### src/rtl/i2s_pkg.sv
`default_nettype none
// ------------------------------------------------------------------
// Package : i2s_pkg
// Shared types and limits for the serial-audio clock generators.
// Rev     : 1.0
// ------------------------------------------------------------------
package i2s_pkg;

  typedef enum logic {
    WS_I2S = 1'b0,
    WS_DSP = 1'b1
  } ws_mode_t;

  typedef enum logic [1:0] {
    ST_IDLE     = 2'd0,
    ST_RUN      = 2'd1,
    ST_STOPPING = 2'd2
  } cgen_state_t;

  localparam int MIN_DIV       = 2;
  localparam int MIN_SLOT_BITS = 8;
  localparam int MAX_SLOT_BITS = 32;

endpackage
`default_nettype wire

### src/rtl/sclk_div_core.sv
`default_nettype none
// ------------------------------------------------------------------
// Module : sclk_div_core
// Divides mclk down to sclk (low ceil(D/2), high floor(D/2)) with edge strobes.
// Rev    : 1.0
// ------------------------------------------------------------------
module sclk_div_core #(
  parameter int DIV_W = 8
) (
  input  logic             mclk,
  input  logic             rst_,
  input  logic             run,
  input  logic [DIV_W-1:0] div,
  output logic             sclk,
  output logic             sclk_rise,
  output logic             sclk_fall,
  output logic             wrap
);

  logic [DIV_W-1:0] r_cnt;
  logic [DIV_W-1:0] w_cnt_nxt;
  logic [DIV_W-1:0] w_half;
  logic             r_sclk;
  logic             r_rise;
  logic             r_fall;

  assign w_half    = div - (div >> 1);
  assign wrap      = (r_cnt == div - DIV_W'(1));
  assign w_cnt_nxt = wrap ? '0 : r_cnt + DIV_W'(1);

  // A new divisor only ever takes effect from count 0, so periods never get cut short.
  always_ff @(posedge mclk or negedge rst_) begin
    if (!rst_) begin
      r_cnt  <= '0;
      r_sclk <= 1'b0;
      r_rise <= 1'b0;
      r_fall <= 1'b0;
    end else if (!run) begin
      r_cnt  <= '0;
      r_sclk <= 1'b0;
      r_rise <= 1'b0;
      r_fall <= 1'b0;
    end else begin
      r_cnt  <= w_cnt_nxt;
      r_sclk <= (w_cnt_nxt >= w_half);
      r_rise <= (w_cnt_nxt == w_half);
      r_fall <= wrap;
    end
  end

  assign sclk      = r_sclk;
  assign sclk_rise = r_rise;
  assign sclk_fall = r_fall;

endmodule
`default_nettype wire

### src/rtl/sclk_ws_gen.sv
`default_nettype none
// ------------------------------------------------------------------
// Module : sclk_ws_gen
// Bit clock, word select and slot/bit tracking for I2S and DSP/TDM frames.
// Rev    : 1.0
// ------------------------------------------------------------------
module sclk_ws_gen
  import i2s_pkg::*;
#(
  parameter  int DIV_W  = 8,
  parameter  int MAX_CH = 8,
  localparam int CH_W   = (MAX_CH > 1) ? $clog2(MAX_CH) : 1
) (
  input  logic             mclk,
  input  logic             rst_,
  input  logic             en,
  input  logic [DIV_W-1:0] div,
  input  logic [5:0]       slot_bits,
  input  logic [CH_W:0]    num_ch,
  input  logic             ws_mode,
  output logic             sclk,
  output logic             sclk_rise,
  output logic             sclk_fall,
  output logic             ws,
  output logic [CH_W-1:0]  slot,
  output logic [4:0]       bit_idx,
  output logic             frame_start,
  output logic             busy,
  output logic             cfg_err
);

  localparam logic [CH_W:0] c_max_ch = (CH_W+1)'(MAX_CH);
  localparam logic [CH_W:0] c_one_ch = (CH_W+1)'(1);

  cgen_state_t      r_state, w_state_nxt;
  logic [DIV_W-1:0] r_div, w_div_nxt;
  logic [5:0]       r_sb, w_sb_nxt;
  logic [CH_W:0]    r_nc, w_nc_nxt;
  ws_mode_t         r_mode, w_mode_nxt;
  logic [4:0]       r_bit, w_bit_nxt;
  logic [CH_W-1:0]  r_slot, w_slot_nxt, w_eff_slot;
  logic             r_fs, w_fs_nxt;
  logic             r_ws, w_ws_nxt;
  logic             r_cfg_err;
  logic             w_legal, w_last_bit, w_last_slot, w_boundary;
  logic             w_sample, w_load, w_wrap, w_run;

  assign w_legal = (div >= DIV_W'(MIN_DIV))
                && (slot_bits >= 6'(MIN_SLOT_BITS))
                && (slot_bits <= 6'(MAX_SLOT_BITS))
                && (num_ch != '0) && (num_ch <= c_max_ch)
                && ((ws_mode_t'(ws_mode) == WS_DSP) || !num_ch[0]);

  assign w_last_bit  = ({1'b0, r_bit} == r_sb - 6'd1);
  assign w_last_slot = ({1'b0, r_slot} == r_nc - c_one_ch);
  assign w_boundary  = (r_state != ST_IDLE) && w_wrap && w_last_bit && w_last_slot;
  assign w_sample    = en && ((r_state == ST_IDLE) || w_boundary);
  assign w_load      = w_sample && w_legal;

  assign w_div_nxt  = w_load ? div : r_div;
  assign w_sb_nxt   = w_load ? slot_bits : r_sb;
  assign w_nc_nxt   = w_load ? num_ch : r_nc;
  assign w_mode_nxt = w_load ? ws_mode_t'(ws_mode) : r_mode;

  always_comb begin
    w_state_nxt = r_state;
    case (r_state)
      ST_IDLE: begin
        if (en && w_legal) w_state_nxt = ST_RUN;
      end
      ST_RUN, ST_STOPPING: begin
        if (w_boundary) w_state_nxt = (en && w_legal) ? ST_RUN : ST_IDLE;
        else            w_state_nxt = en ? ST_RUN : ST_STOPPING;
      end
      default: w_state_nxt = ST_IDLE;
    endcase
  end

  always_comb begin
    w_bit_nxt  = r_bit;
    w_slot_nxt = r_slot;
    w_fs_nxt   = 1'b0;
    if ((w_state_nxt == ST_IDLE) || (r_state == ST_IDLE)) begin
      w_bit_nxt  = '0;
      w_slot_nxt = '0;
      w_fs_nxt   = (w_state_nxt != ST_IDLE);
    end else if (w_wrap) begin
      if (w_last_bit) begin
        w_bit_nxt  = '0;
        w_slot_nxt = w_last_slot ? '0 : r_slot + CH_W'(1);
      end else begin
        w_bit_nxt  = r_bit + 5'd1;
      end
      w_fs_nxt = w_boundary;
    end
  end

  // In I2S mode ws follows the slot that the *next* bit belongs to, giving the one-bit lead.
  always_comb begin
    w_eff_slot = w_slot_nxt;
    if ({1'b0, w_bit_nxt} == w_sb_nxt - 6'd1)
      w_eff_slot = ({1'b0, w_slot_nxt} == w_nc_nxt - c_one_ch) ? '0 : w_slot_nxt + CH_W'(1);
    if (w_state_nxt == ST_IDLE)
      w_ws_nxt = 1'b0;
    else if (w_mode_nxt == WS_DSP)
      w_ws_nxt = (w_slot_nxt == '0) && (w_bit_nxt == '0);
    else
      w_ws_nxt = ({1'b0, w_eff_slot} >= (w_nc_nxt >> 1));
  end

  always_ff @(posedge mclk or negedge rst_) begin
    if (!rst_) begin
      r_state   <= ST_IDLE;
      r_div     <= '0;
      r_sb      <= '0;
      r_nc      <= '0;
      r_mode    <= WS_I2S;
      r_bit     <= '0;
      r_slot    <= '0;
      r_fs      <= 1'b0;
      r_ws      <= 1'b0;
      r_cfg_err <= 1'b0;
    end else begin
      r_state <= w_state_nxt;
      r_div   <= w_div_nxt;
      r_sb    <= w_sb_nxt;
      r_nc    <= w_nc_nxt;
      r_mode  <= w_mode_nxt;
      r_bit   <= w_bit_nxt;
      r_slot  <= w_slot_nxt;
      r_fs    <= w_fs_nxt;
      r_ws    <= w_ws_nxt;
      if (w_sample) r_cfg_err <= !w_legal;
    end
  end

  // The divider is held cleared on the entry edge and on the edge that returns to IDLE.
  assign w_run = (r_state != ST_IDLE) && (w_state_nxt != ST_IDLE);

  sclk_div_core #(
    .DIV_W(DIV_W)
  ) u_div (
    .mclk      (mclk),
    .rst_      (rst_),
    .run       (w_run),
    .div       (r_div),
    .sclk      (sclk),
    .sclk_rise (sclk_rise),
    .sclk_fall (sclk_fall),
    .wrap      (w_wrap)
  );

  assign ws          = r_ws;
  assign slot        = r_slot;
  assign bit_idx     = r_bit;
  assign frame_start = r_fs;
  assign busy        = (r_state != ST_IDLE);
  assign cfg_err     = r_cfg_err;

endmodule
`default_nettype wire

### config.mk
export PLATFORM = sky130hd
export DESIGN_NAME = sclk_ws_gen
export DESIGN_NICKNAME = d
export VERILOG_FILES = /design/src/rtl/i2s_pkg.sv /design/src/rtl/sclk_div_core.sv /design/src/rtl/sclk_ws_gen.sv
export SDC_FILE = /design/constraint.sdc
export NUM_CORES = 1
export LEC_CHECK = 0
export BUFFER_PORTS_ARGS = -buffer_cell sky130_fd_sc_hd__buf_2
export CAP_MARGIN = 40
export CORE_MARGIN = 2
export CORE_UTILIZATION = 54
export DETAILED_ROUTE_END_ITERATION = 8
export PLACE_DENSITY_LB_ADDON = 0.05
export SLEW_MARGIN = 20
export SYNTH_ARGS = -nofsm -noshare
export SYNTH_HDL_FRONTEND = slang
export SYNTH_SLANG_ARGS = --single-unit
### constraint.sdc
create_clock -name mclk -period 5.6 [get_ports mclk]
set_input_delay 1.12 -clock mclk [delete_from_list [all_inputs] [get_ports mclk]]
set_output_delay 1.12 -clock mclk [all_outputs]
set_load 0.02 [all_outputs]
# After elaboration in Yosys (flattened, before gate mapping)
# Index checks and enable logic that the tools add are counted.
dict set report classes {
  add_sub_neg 10
  n_mul 0
  n_div 0
  order_cmp 6
  eq_ne 8
  shift 0
  mux 26
  n_bitwise 0
  n_reduce_logical 26
}
# operator n
set ops {}
lappend ops {{3-bit 2-to-1 mux} 6}
lappend ops {{8-bit equality test} 2}
lappend ops {{8-bit 2-to-1 mux} 2}
lappend ops {{5-bit 2-to-1 mux} 3}
lappend ops {{1-bit logical AND} 13}
lappend ops {{5-bit by 6-bit equality test with 1-bit output} 2}
lappend ops {{6-bit by 1-bit subtractor with 6-bit output (second input constant)} 2}
lappend ops {{1-bit 2-to-1 mux} 9}
lappend ops {{8-bit by 1-bit adder with 8-bit output (second input constant)} 1}
lappend ops {{3-bit by 4-bit equality test with 1-bit output} 2}
lappend ops {{8-bit by 2-bit >= comparator with 1-bit output (second input constant)} 1}
lappend ops {{8-bit >= comparator} 1}
lappend ops {{4-bit by 1-bit subtractor with 4-bit output (second input constant)} 2}
lappend ops {{8-bit by 1-bit subtractor with 8-bit output (second input constant)} 1}
lappend ops {{8-bit by 7-bit subtractor with 8-bit output} 1}
lappend ops {{3-bit by 1-bit adder with 3-bit output (second input constant)} 2}
lappend ops {{6-bit by 4-bit >= comparator with 1-bit output (second input constant)} 1}
lappend ops {{6-bit <= comparator (second input constant)} 1}
lappend ops {{2-bit 2-to-1 mux} 3}
lappend ops {{6-bit 2-to-1 mux} 1}
lappend ops {{5-bit by 1-bit adder with 5-bit output (second input constant)} 1}
lappend ops {{5-bit logical NOT} 1}
lappend ops {{4-bit <= comparator (second input constant)} 1}
lappend ops {{2-bit logical NOT} 2}
lappend ops {{other kinds (11)} 15}
dict set report word_totals {
  register_bits 43
  latchBits 0
  ram_bits 0
  mem_bits_ro 0
  inputBits 22
  out_inout_bits 15
  word_cells 90
  n_memories 0
}

# Logic depth before layout (Yosys ltp)
# Gate-level depths: netlist of the first run.
dict set report logic_depth {
  depth_word 19
  ltp_mapped 24
  mapped_depth_nobuf 23
}

# Modules after synthesis
# A second synthesis of the first run with hierarchy kept.
dict set report hier_totals {
  cells_unflattened 390
  area_unflattened_um2 3598.5
}
# module instances cells_each area_per_inst_um2 seq_area_each_um2
set modules_own_cells {}
lappend modules_own_cells {sclk_ws_gen 1 243 2297.2 800.8}
lappend modules_own_cells {sclk_div_core 1 147 1301.2 275.3}

# Worst setup path after synthesis of the first run
# No wires, ideal clock.
dict set report synth_timing {
  kind {input -> register}
  start {input port slot_bits[4]}
  end {register r_ws, in the netlist ws}
  setup_time_ns 0.128
  t_arrival_ns 5.636
  required_time_ns 5.472
  slack_ns -0.163
  stages 20
  path_buffers 2
  path_cell_list {or3b_2 -> o21ai_0 -> nand3_1 -> o41ai_4 -> buf_2 -> clkbuf_1 -> o21a_1 -> ha_1 -> a21boi_0 -> mux2i_1 -> or4b_2 -> o2111ai_1 -> nor4_4 -> o21a_1 -> ha_1 -> nand2b_1 -> a21oi_1 -> nor2b_1 -> o31ai_1 -> a21oi_1}
}
dict set report synth_via {
  elab_chain_cells 19
  word_cells_on_any_way 33
  cone_classes {add/sub (3); order compare (3); eq/ne (2); mux (13); reduce/logical (12)}
}
# element line
set synth_rtl {}
lappend synth_rtl {{start, declared} sclk_ws_gen.sv:18} ;# input logic [5:0] slot_bits,
lappend synth_rtl {{6-bit by 4-bit >= comparator with 1-bit output} sclk_ws_gen.sv:49} ;# && (slot_bits >= 6'(MIN_SLOT_BITS))
lappend synth_rtl {{1-bit logical AND} sclk_ws_gen.sv:49}
lappend synth_rtl {{1-bit logical AND} sclk_ws_gen.sv:50} ;# && (slot_bits <= 6'(MAX_SLOT_BITS))
lappend synth_rtl {{1-bit logical AND (2 in series)} sclk_ws_gen.sv:51} ;# && (num_ch != '0) && (num_ch <= c_max_ch)
lappend synth_rtl {{1-bit logical AND} sclk_ws_gen.sv:52} ;# && ((ws_mode_t'(ws_mode) == WS_DSP) || !num_ch[0]);
lappend synth_rtl {{1-bit logical AND} {sclk_ws_gen.sv:69, sclk_ws_gen.sv:72}}
lappend synth_rtl {{1-bit 2-to-1 mux} sclk_ws_gen.sv:72} ;# if (w_boundary) w_state_nxt = (en && w_legal) ? ST_RUN : ST_IDLE;
lappend synth_rtl {{2-bit 2-to-1 mux} sclk_ws_gen.sv:72}
lappend synth_rtl {{[... 3 more ...]} n/a}
lappend synth_rtl {{3-bit 2-to-1 mux} sclk_ws_gen.sv:83} ;# if ((w_state_nxt == ST_IDLE) || (r_state == ST_IDLE)) begin
lappend synth_rtl {{3-bit by 1-bit adder with 3-bit output or 3-bit by 4-bit equality test with 1-bit output (tied branches)} sclk_ws_gen.sv:102} ;# w_eff_slot = ({1'b0, w_slot_nxt} == w_nc_nxt - c_one_ch) ? '0 : w_slot_nxt + CH_W'(1);
lappend synth_rtl {{3-bit 2-to-1 mux} sclk_ws_gen.sv:102}
lappend synth_rtl {{3-bit 2-to-1 mux} sclk_ws_gen.sv:101} ;# if ({1'b0, w_bit_nxt} == w_sb_nxt - 6'd1)
lappend synth_rtl {{3-bit >= comparator} sclk_ws_gen.sv:108} ;# w_ws_nxt = ({1'b0, w_eff_slot} >= (w_nc_nxt >> 1));
lappend synth_rtl {{1-bit 2-to-1 mux} sclk_ws_gen.sv:105} ;# else if (w_mode_nxt == WS_DSP)
lappend synth_rtl {{1-bit 2-to-1 mux (*)} sclk_ws_gen.sv:103} ;# if (w_state_nxt == ST_IDLE)
lappend synth_rtl {{net w_ws_nxt} sclk_ws_gen.sv:43} ;# logic r_ws, w_ws_nxt;
lappend synth_rtl {{end signal, assigned} sclk_ws_gen.sv:132} ;# r_ws <= w_ws_nxt;
lappend synth_rtl {{end, declared} sclk_ws_gen.sv:43}
# Mark *: on every way through the listed nets, which the timed path passes. The rest lies on a longest branch.
# A chain may end at the register's enable or synchronous reset.

# Final worst setup path of the first run
# Ends and elaborated chain as after synthesis.

==> results_dict.tcl, run 1 <==
set metrics [dict create \
    outcome "complete, no violations" \
    dpl.cell_count 500 \
    hold_class "reg -> reg" \
    stdcell_count 506 \
    fillCellCount 561 \
    cp_cell_sequence "buf_2 -> or3b_2 -> o21ai_0 -> buf_4 -> nand3_1 -> o41ai_4 -> mux2i_1 -> ha_1 -> a21boi_0 -> mux2i_1 -> or4b_2 -> o2111ai_1 -> nor4_4 -> o21a_1 -> ha_1 -> nand2b_1 -> a21oi_1 -> nor2b_1 -> o31ai_1 -> a21oi_1" \
    relSlewSlack_pct 57.63 \
    synth-main-ff-cell "dfrtp_1" \
    cts_buffer_depth 2 \
    cp_top_family "simple AND/OR/NAND/NOR gates" \
    synthAdderAreaFrac_pct 13.70 \
    grt_max_degree 30 \
    drv_cap 0 \
    cts-buffers-inserted 5 \
    critical_path_arrival_ns 5.43 \
    slowest_delay_ns 0.62 \
    critPathCaptureType "register" \
    crit_buf_inv 2 \
    synth-seq-cells 43 \
    place.gp.congestion 0.8780 \
    hold_viol_final 0 \
    fin_area_mm2 0.003920 \
    start_util_pct 55.53 \
    cts_setup_buffers 0 \
    setup_viol 0 \
    die_w_um 84.81 \
    drtPass1Iterations 4 \
    die_area_mm2 0.007192 \
    synth_cell_types 59 \
    placed_area_mm2 0.003847 \
    clk_latency_ns 0.30 \
    dr_total_vias 2825 \
    hpwl_um 6244 \
    portBuffers 36 \
    synth_edf_count 0 \
    crit_fanout 6 \
    p_leak_nw 1.881 \
    rsz0062_at_grt "false" \
    synth_seq_area_share_pct 30.52 \
    cp-start-kind "primary input" \
    track_usage_pct 24.02 \
    holdWs_ns 0.5241 \
    cp_slowest_cell "or4b_2" \
    grt_first_pass_wirelength_um 13740 \
    clock_sinks 43 \
    post-route-util_pct 61.73 \
    grt_overflow 0 \
    async_flop_share_pct 100.0 \
    syn_avg_cell_area_um2 9.111 \
    rows 29 \
    seq_area_mm2 0.001076 \
    clk_pin_slew_ns 0.08 \
    ant_nets 0 \
    synth_area_mm2 0.003526 \
    post-route-drc-count 0 \
    required_ns 5.79 \
    tightest_slew_ns 0.6317 \
    fmax_ghz 0.1907 \
    drive_above_1_share_pct 16.55 \
    totalWireLength_um 7866 \
    coreArea_mm2 0.006350 \
    finClkSkew_ns 0.009075 \
    post-route-min-period_ns 5.244 \
    wl_per_cell_um 15.55 \
    ctsHoldBuffers 0 \
    cts_tree "done" \
    drtIter0Drc 114 \
    synth_xor_area_share_pct 11.43 \
    synth-simple-area-share_pct 20.05 \
    path_class "in -> reg" \
    area_growth_pct 11.18 \
    powerDensity_mw_per_mm2 513.8 \
    cts_root_buffer "clkbuf_8" \
    routed_via_density 5.583 \
    synth_mux_area_share_pct 3.868 \
    antenna_found_initial 0 \
    cts_max_level 2 \
    slew_violations 0 \
    timing.setup.tns_ns 0 \
    nNetsFinal 490 \
    peakVddDrop_v 0.0003309 \
    synth_top_family_by_area "simple AND/OR/NAND/NOR gates" \
    synthCells 387 \
    ios 37 \
    finalCritPeriodShare_pct 93.64 \
    first_global_vias 2898 \
    synth-compound-area-share_pct 15.72 \
    cts_resized 0 \
    die_height_um 84.81 \
    diodes 0 \
    syn-num-nets 447 \
    multi_input_area_mm2 0.002283 \
    ys_warn_count 0 \
]
-- path summary, 6_finish.rpt --
path                              start    endpoint  slack (ns)  cells past startpoint
max                        slot_bits[4]          ws        0.36                     20
min                             cfg_err     cfg_err        0.52                      2
max reg2reg                    r_div[2]          ws        0.48                     21
min reg2reg                     cfg_err     cfg_err        0.52                      2
max in group asynchronous          rst_  bit_idx[2]        4.40                      2
min in group asynchronous          rst_    r_div[6]        0.72                      1
-- state kept, by name (all words and copies together) (netlist names) --
register,count
r_div,8
frame_start,1
r_sb,6
ws,1
r_nc,4
bit_idx,5
slot,3
cfg_err,1
u_div.r_cnt,8
r_state,2
u_div.sclk_fall,1
u_div.sclk,1
u_div.sclk_rise,1
r_mode,1
-- per-layer routing --
| layer | track usage [%] | wire, um |
|---|---|---|
| met5 | 0 | 0 |
| met4 | 6.349 | 116 |
| met3 | 3.343 | 202 |
| met2 | 43.66 | 4191 |
| met1 | 29.77 | 3356 |
-- cell usage in the layout (no fill, tap or decap), types with 8 or more instances in the layout --
master	netlist	routed
xnor2_1	29	29
inv_1	33	33
a21oi_1	13	13
nor2_1	31	31
buf_4	0	9
xor2_1	17	17
buf_2	4	36
o21ai_0	18	18
nor3_1	18	18
nand2_1	17	17
ha_1	37	37
mux2i_1	8	8
nand3_1	11	11
dfrtp_1	43	43
-- cells in the mapped netlist, drive strengths merged, types with 3 or more instances --
library cell,n,area (um^2)
a21boi,8,71.32
nor3,18,90.09
o21bai,3,22.52
nor2,31,116.4
or4b,4,43.79
ha,37,462.9
xnor2,29,254.0
nand2b,7,43.79
nor2b,5,31.28
dfrtp,43,1076
nor4,4,40.04
xor2,17,148.9
mux2,5,56.30
nand3,11,55.05
and3,4,25.02
nand4,6,37.54
nand3b,3,22.52
or2,4,25.03
inv,33,123.9
clkbuf,6,22.52
mux2i,8,80.08
o21a,7,52.55
buf,4,20.02
a21o,5,37.54
nand2,18,75.07
and2,3,18.77
o21ai,20,103.9
a21oi,13,65.06
-- power by group --
group | total (W) | switching [W] | internal (W)
combinational | 0.00132 | 0.000727 | 0.000593
sequential | 0.000507 | 0.000105 | 0.000402
clock | 0.000187 | 0.000104 | 0.0000833
total | 0.00201 | 0.000936 | 0.00108
-- tightest hold or removal path, cell delays in order (launching register included) --
cell and delay (ns):
dfrtp_1 0.38, inv_1 0.05, a21oi_1 0.05
-- cells by family after synthesis --
family	count (synthesis)
and+or+nand+nor	127
AOI/OAI and AO/OA	77
xor gates and xnor gates	46
buffers and inverters	43
DFF	43
adders and majority gates	38
muxes	13
-- through the flow --
| stage | setup slack (ns) | power [W] |
|---|---|---|
| 3_3_place_gp | 0.2108 | 0.001815 |
| 3_5_place_dp | 0.02388 | 0.001843 |
| 4_1_cts | 0.3371 | 0.002033 |
| 6_report | 0.3561 | 0.002014 |
| 5_1_grt | 0.02704 | 0.002232 |
| 2_1_floorplan | 0.1008 | 0.001540 |
-- cell type report --
class | count | share of cell area [%]
inverters | 33 | 3.160
clock buffers | 6 | 1.851
well taps | 77 | 2.458
flip-flops and latches | 43 | 27.45
multi-input cells | 301 | 58.25
repair buffers | 46 | 6.831
Power figures use the tool's default switching activity.
==> run 2: changes to the inputs <==
- CORE_UTILIZATION: 54 -> 40
==> run 2 against run 1 <==
Clock-buffer cell count is the same. Hold slack worse by 0.00073 ns. Combinational power about the same. Largest power group unchanged. Maximum frequency grew 1.6%. Clock skew down 0.00062 ns.
==> results_dict.tcl, run 2 (same netlist as run 1, synthesis figures left out) <==
set metrics [dict create \
    fillCellCount 865 \
    post-route-min-period_ns 5.162 \
    ios 37 \
    portBuffers 36 \
    drtPass1Iterations 4 \
    hpwl_um 6555 \
    cts_buffer_depth 2 \
    slew_violations 0 \
    critical_path_arrival_ns 5.35 \
    post-route-drc-count 0 \
    diodes 0 \
    fmax_ghz 0.1937 \
    cts_max_level 2 \
    dr_total_vias 2838 \
    cts_root_buffer "clkbuf_8" \
    rows 34 \
    outcome "complete, no violations" \
    setup_viol 0 \
    track_usage_pct 18.40 \
    ctsHoldBuffers 0 \
    top_regs "r_div (8), u_div.r_cnt (8), r_sb (6)" \
    hold_class "reg -> reg" \
    tightest_slew_ns 0.5865 \
    rr_startpoint "r_nc[0]" \
    clock_sinks 43 \
    grt_overflow 0 \
    grt_first_pass_wirelength_um 14230 \
    die_area_mm2 0.009581 \
    place.gp.congestion 0.7683 \
    nNetsFinal 492 \
    final_cell_mix "43 x dfrtp_1, 37 x ha_1, 36 x buf_2" \
    finClkSkew_ns 0.008457 \
    critPathLaunch "slot_bits[4]" \
    cts_setup_buffers 0 \
    timing.setup.tns_ns 0 \
    cp-start-kind "primary input" \
    crit_fanout 9 \
    wl_per_cell_um 15.61 \
    drv_cap 0 \
    post-route-util_pct 46.22 \
    min_from "cfg_err" \
    peakVddDrop_v 0.0002095 \
    first_global_vias 2921 \
    clk_latency_ns 0.30 \
    antenna_found_initial 0 \
    rsz0062_at_grt "false" \
    hold_viol_final 0 \
    p_leak_nw 1.900 \
    finalCritPeriodShare_pct 92.18 \
    routed_via_density 5.256 \
    grt_max_degree 44 \
    clk_pin_slew_ns 0.09 \
    cts-buffers-inserted 5 \
    powerDensity_mw_per_mm2 523.2 \
    ant_nets 0 \
    die_w_um 97.89 \
    die_height_um 97.89 \
    mostFrequentLayoutCell "dfrtp_1" \
    path_class "in -> reg" \
    required_ns 5.79 \
    start_util_pct 40.83 \
    totalWireLength_um 8428 \
    drive_above_1_share_pct 17.13 \
    coreArea_mm2 0.008636 \
    critPathCaptureType "register" \
    drtIter0Drc 84 \
    cts_tree "done" \
    area_growth_pct 13.20 \
    relSlewSlack_pct 60.90 \
    seq_area_mm2 0.001076 \
    cts_resized 0 \
    multi_input_area_mm2 0.002283 \
]
run 2: changes by cell type in the layout (fill, tap and decap cells not counted), sizes merged:
| cell | previous run | this run |
|---|---|---|
| buf | 46 | 48 |
| bufinv | 0 | 1 |
run 2: power breakdown:
group	switching [W]	leakage [nW]	internal, W
registers	0.000106	0.553	0.000402
clock network	0.000111	0.0513	0.000131
logic	0.000743	1.30	0.000596
total	0.000960	1.90	0.00113
run 2: final cells by class:
class | instances | share of cell area (%)
Multi-Input combinational cell | 301 | 57.21
Timing Repair Buffer | 48 | 6.771
Clock buffer | 6 | 1.818
Clock inverter | 1 | 0.7524
Inverter | 33 | 3.103
Sequential cell | 43 | 26.96
Tap cell | 108 | 3.386
run 2: critical path, stage by stage:
cell and delay, ns:
buf_2 0.12, or3b_2 0.45, o21ai_0 0.21, buf_4 0.17
nand3_1 0.14, o41ai_4 0.34, buf_4 0.25, o21a_1 0.15
ha_1 0.19, a21boi_0 0.10, mux2i_1 0.21, or4b_2 0.60
o2111ai_1 0.19, nor4_4 0.10, o21a_1 0.18, ha_1 0.26
nand2b_1 0.14, a21oi_1 0.14, nor2b_1 0.06, o31ai_1 0.19
a21oi_1 0.06
run 2: final timing paths:
check	end	slack [ns]	depth (start not counted)
setup / recovery	ws	0.44	21
hold reg to reg	cfg_err	0.52	2
setup reg to reg	ws	0.46	21
min in group asynchronous	r_div[5]	0.91	2
hold / removal	cfg_err	0.52	2
max in group asynchronous	r_sb[5]	4.30	2
run 2: metrics by stage:
| stage | area, um^2 | hold WS (ns) | setup WS (ns) | total power (W) | std cells |
|---|---|---|---|---|---|
| after CTS | 3991 | 0.5217 | 0.3805 | 0.002119 | 540 |
| final | 3991 | 0.5234 | 0.4379 | 0.002088 | 540 |
| after detailed placement | 3889 | 0.5046 | 0.07201 | 0.001862 | 533 |
| after global placement | 3889 | 0.4989 | 0.1707 | 0.001852 | 533 |
| after floorplan | 3530 | 0.4638 | 0.1008 | 0.001540 | 387 |
| after global routing | 3991 | 0.5664 | 0.04049 | 0.002310 | 540 |
run 2: metal layers:
layer / share of wire, % / up-vias / wire length (um) / GRT usage, %
met2: 52 / 22 / 4351 / 33.67
li1: - / 1448 / - / -
met1: 46 / 1364 / 3843 / 22.38
met3: 2.0 / 4 / 169 / 3.722
met5: 0 / - / 0 / 0
met4: 0.76 / 0 / 64 / 3.632
==> run 3: changes to the inputs <==
- REMOVE_ABC_BUFFERS: default -> 1
==> run 3 against run 2 <==
Wire length grew 1.4%. Hold slack got worse by 0.012 ns. Combinational power hardly changed. Critical path depth fell by 1. Non-clock buffer count increased by 4. Utilization rose by 0.32 points. Clock-buffer cell count is the same. Die area stayed put. Sequential power is essentially flat.
==> results_dict.tcl, run 3 (same netlist as run 1, synthesis figures left out) <==
set metrics [dict create \
    die_w_um 97.89 \
    area_growth_pct 13.98 \
    dr_total_vias 2837 \
    cp_cell_sequence "buf_2 -> or3b_2 -> o21ai_1 -> buf_4 -> nand3_1 -> o41ai_4 -> mux2i_1 -> ha_1 -> a21boi_0 -> mux2i_1 -> or4b_2 -> o2111ai_1 -> nor4_4 -> o21a_1 -> ha_1 -> nand2b_1 -> a21oi_1 -> nor2b_1 -> o31ai_1 -> a21oi_1" \
    drtIter0Drc 74 \
    placed_area_mm2 0.003916 \
    clk_latency_ns 0.29 \
    drv_cap 0 \
    post-route-drc-count 0 \
    portBuffers 36 \
    drtPass1Iterations 4 \
    place.gp.congestion 0.8045 \
    coreArea_mm2 0.008636 \
    outcome "complete, no violations" \
    tightest_slew_ns 0.7356 \
    min_from "cfg_err" \
    min_path_cells 2 \
    hold_end "cfg_err" \
    setup_viol 0 \
    grt_max_degree 27 \
    power_w 0.002077 \
    first_global_vias 2923 \
    grt_first_pass_wirelength_um 14470 \
    fmax_ghz 0.1873 \
    cts_buffer_depth 2 \
    hold_viol_final 0 \
    hold_class "reg -> reg" \
    cp_slowest_cell "or4b_2" \
    track_usage_pct 18.65 \
    finClkSkew_ns 0.005223 \
    nNetsFinal 496 \
    fillCellCount 857 \
    mostFrequentLayoutCell "dfrtp_1" \
    path_class "in -> reg" \
    ios 37 \
    fin_area_mm2 0.004019 \
    peakVddDrop_v 0.0001979 \
    slowest_delay_ns 0.61 \
    required_ns 5.78 \
    cp-start-kind "primary input" \
    cts_max_level 2 \
    final_cell_mix "43 x dfrtp_1, 37 x ha_1, 36 x buf_2" \
    totalWireLength_um 8549 \
    cts_root_buffer "clkbuf_8" \
    die_height_um 97.89 \
    p_leak_nw 1.920 \
    die_area_mm2 0.009581 \
    clk_pin_slew_ns 0.08 \
    crit_fanout 6 \
    cts_tree "done" \
    relSlewSlack_pct 50.59 \
    critical_path_arrival_ns 5.52 \
    drive_above_1_share_pct 18.12 \
    clock_sinks 43 \
    antenna_found_initial 0 \
    ff2ff_setup_slack_ns 0.40 \
    finalCritPeriodShare_pct 95.35 \
    reg2reg_depth 21 \
    critPathCaptureType "register" \
    rows 34 \
    rr_startpoint "r_sb[0]" \
    start_util_pct 40.83 \
    cts-buffers-inserted 5 \
    routed_via_density 5.215 \
    regToRegEndpoint "ws" \
    diodes 0 \
    post-route-min-period_ns 5.340 \
    wl_per_cell_um 15.72 \
    grt_overflow 0 \
    powerDensity_mw_per_mm2 516.9 \
    ant_nets 0 \
    hpwl_um 6779 \
    top_regs "r_div (8), u_div.r_cnt (8), r_sb (6)" \
    slew_violations 0 \
]
run 3: cell types whose count changed in the layout (fill, tap and decap cells not counted), sizes merged:
cell | previous run | this run
buf | 48 | 52
bufinv | 1 | 0
clkinv | 0 | 1
run 3: how the worst max path moves through the flow:
| stage | end | startpoint | cells after the start |
|---|---|---|---|
| finish | ws | slot_bits[4] | 20 |
| global placement | ws | slot_bits[4] | 21 |
| global route | ws | slot_bits[4] | 21 |
| detailed placement | ws | slot_bits[4] | 20 |
| CTS | ws | slot_bits[4] | 20 |
| floorplan | ws | slot_bits[4] | 18 |
run 3: critical path: cells and delay by family:
family / cells / cell delay (ns)
AOI/OAI and AO/OA: 8 / 1.55
and+or+nand+nor: 6 / 1.49
muxes: 2 / 0.55
adders and majority gates: 2 / 0.51
buffers and inverters: 2 / 0.28
run 3: repair_timing:
item | in CTS | in global routing
hold buffers | 0 | 0
resized for setup | 0 | 1
setup buffers | 0 | 2
setup endpoints to repair | 0 | 1
run 3: routing by layer:
| metal | vias up | track usage (%) | part of all wire (%) |
|---|---|---|---|
| met1 | 1362 | 23.14 | 44 |
| li1 | 1452 | - | - |
| met3 | 5 | 3.150 | 1.7 |
| met2 | 18 | 33.88 | 53 |
| met5 | - | 0 | 0 |
| met4 | 0 | 4.060 | 0.67 |
run 3: cell type report:
| cell class | instances | area (um^2) | share of cell area, % |
|---|---|---|---|
| clock buffers | 6 | 82.58 | 2.055 |
| repair buffers | 52 | 312.8 | 7.783 |
| flip-flops and latches | 43 | 1076 | 26.77 |
| clock inverters | 1 | 5.005 | 0.1245 |
| multi-input cells | 301 | 2283 | 56.82 |
| well taps | 108 | 135.1 | 3.362 |
| inverters | 33 | 123.9 | 3.082 |
run 3: where the power goes:
group / internal [W] / total [W] / switching [W]
clock: 0.0000971 / 0.000207 / 0.000110
combinational: 0.000616 / 0.00136 / 0.000746
sequential: 0.000402 / 0.000508 / 0.000106
run 3: metrics by stage:
step                setup TNS [ns]  setup slack (ns)  utilization, %  cells  hold slack, ns
finish                           0            0.2602           46.54    544          0.5110
detailed placement         -0.2342           -0.2342           45.35    535          0.5058
floorplan                  -0.3918           -0.3918               -    377          0.4638
global route              -0.01574          -0.01574           46.54    544          0.5549
CTS                              0           0.05732           46.36    542          0.5170
global placement          -0.01418          -0.01418           45.12    534          0.4983
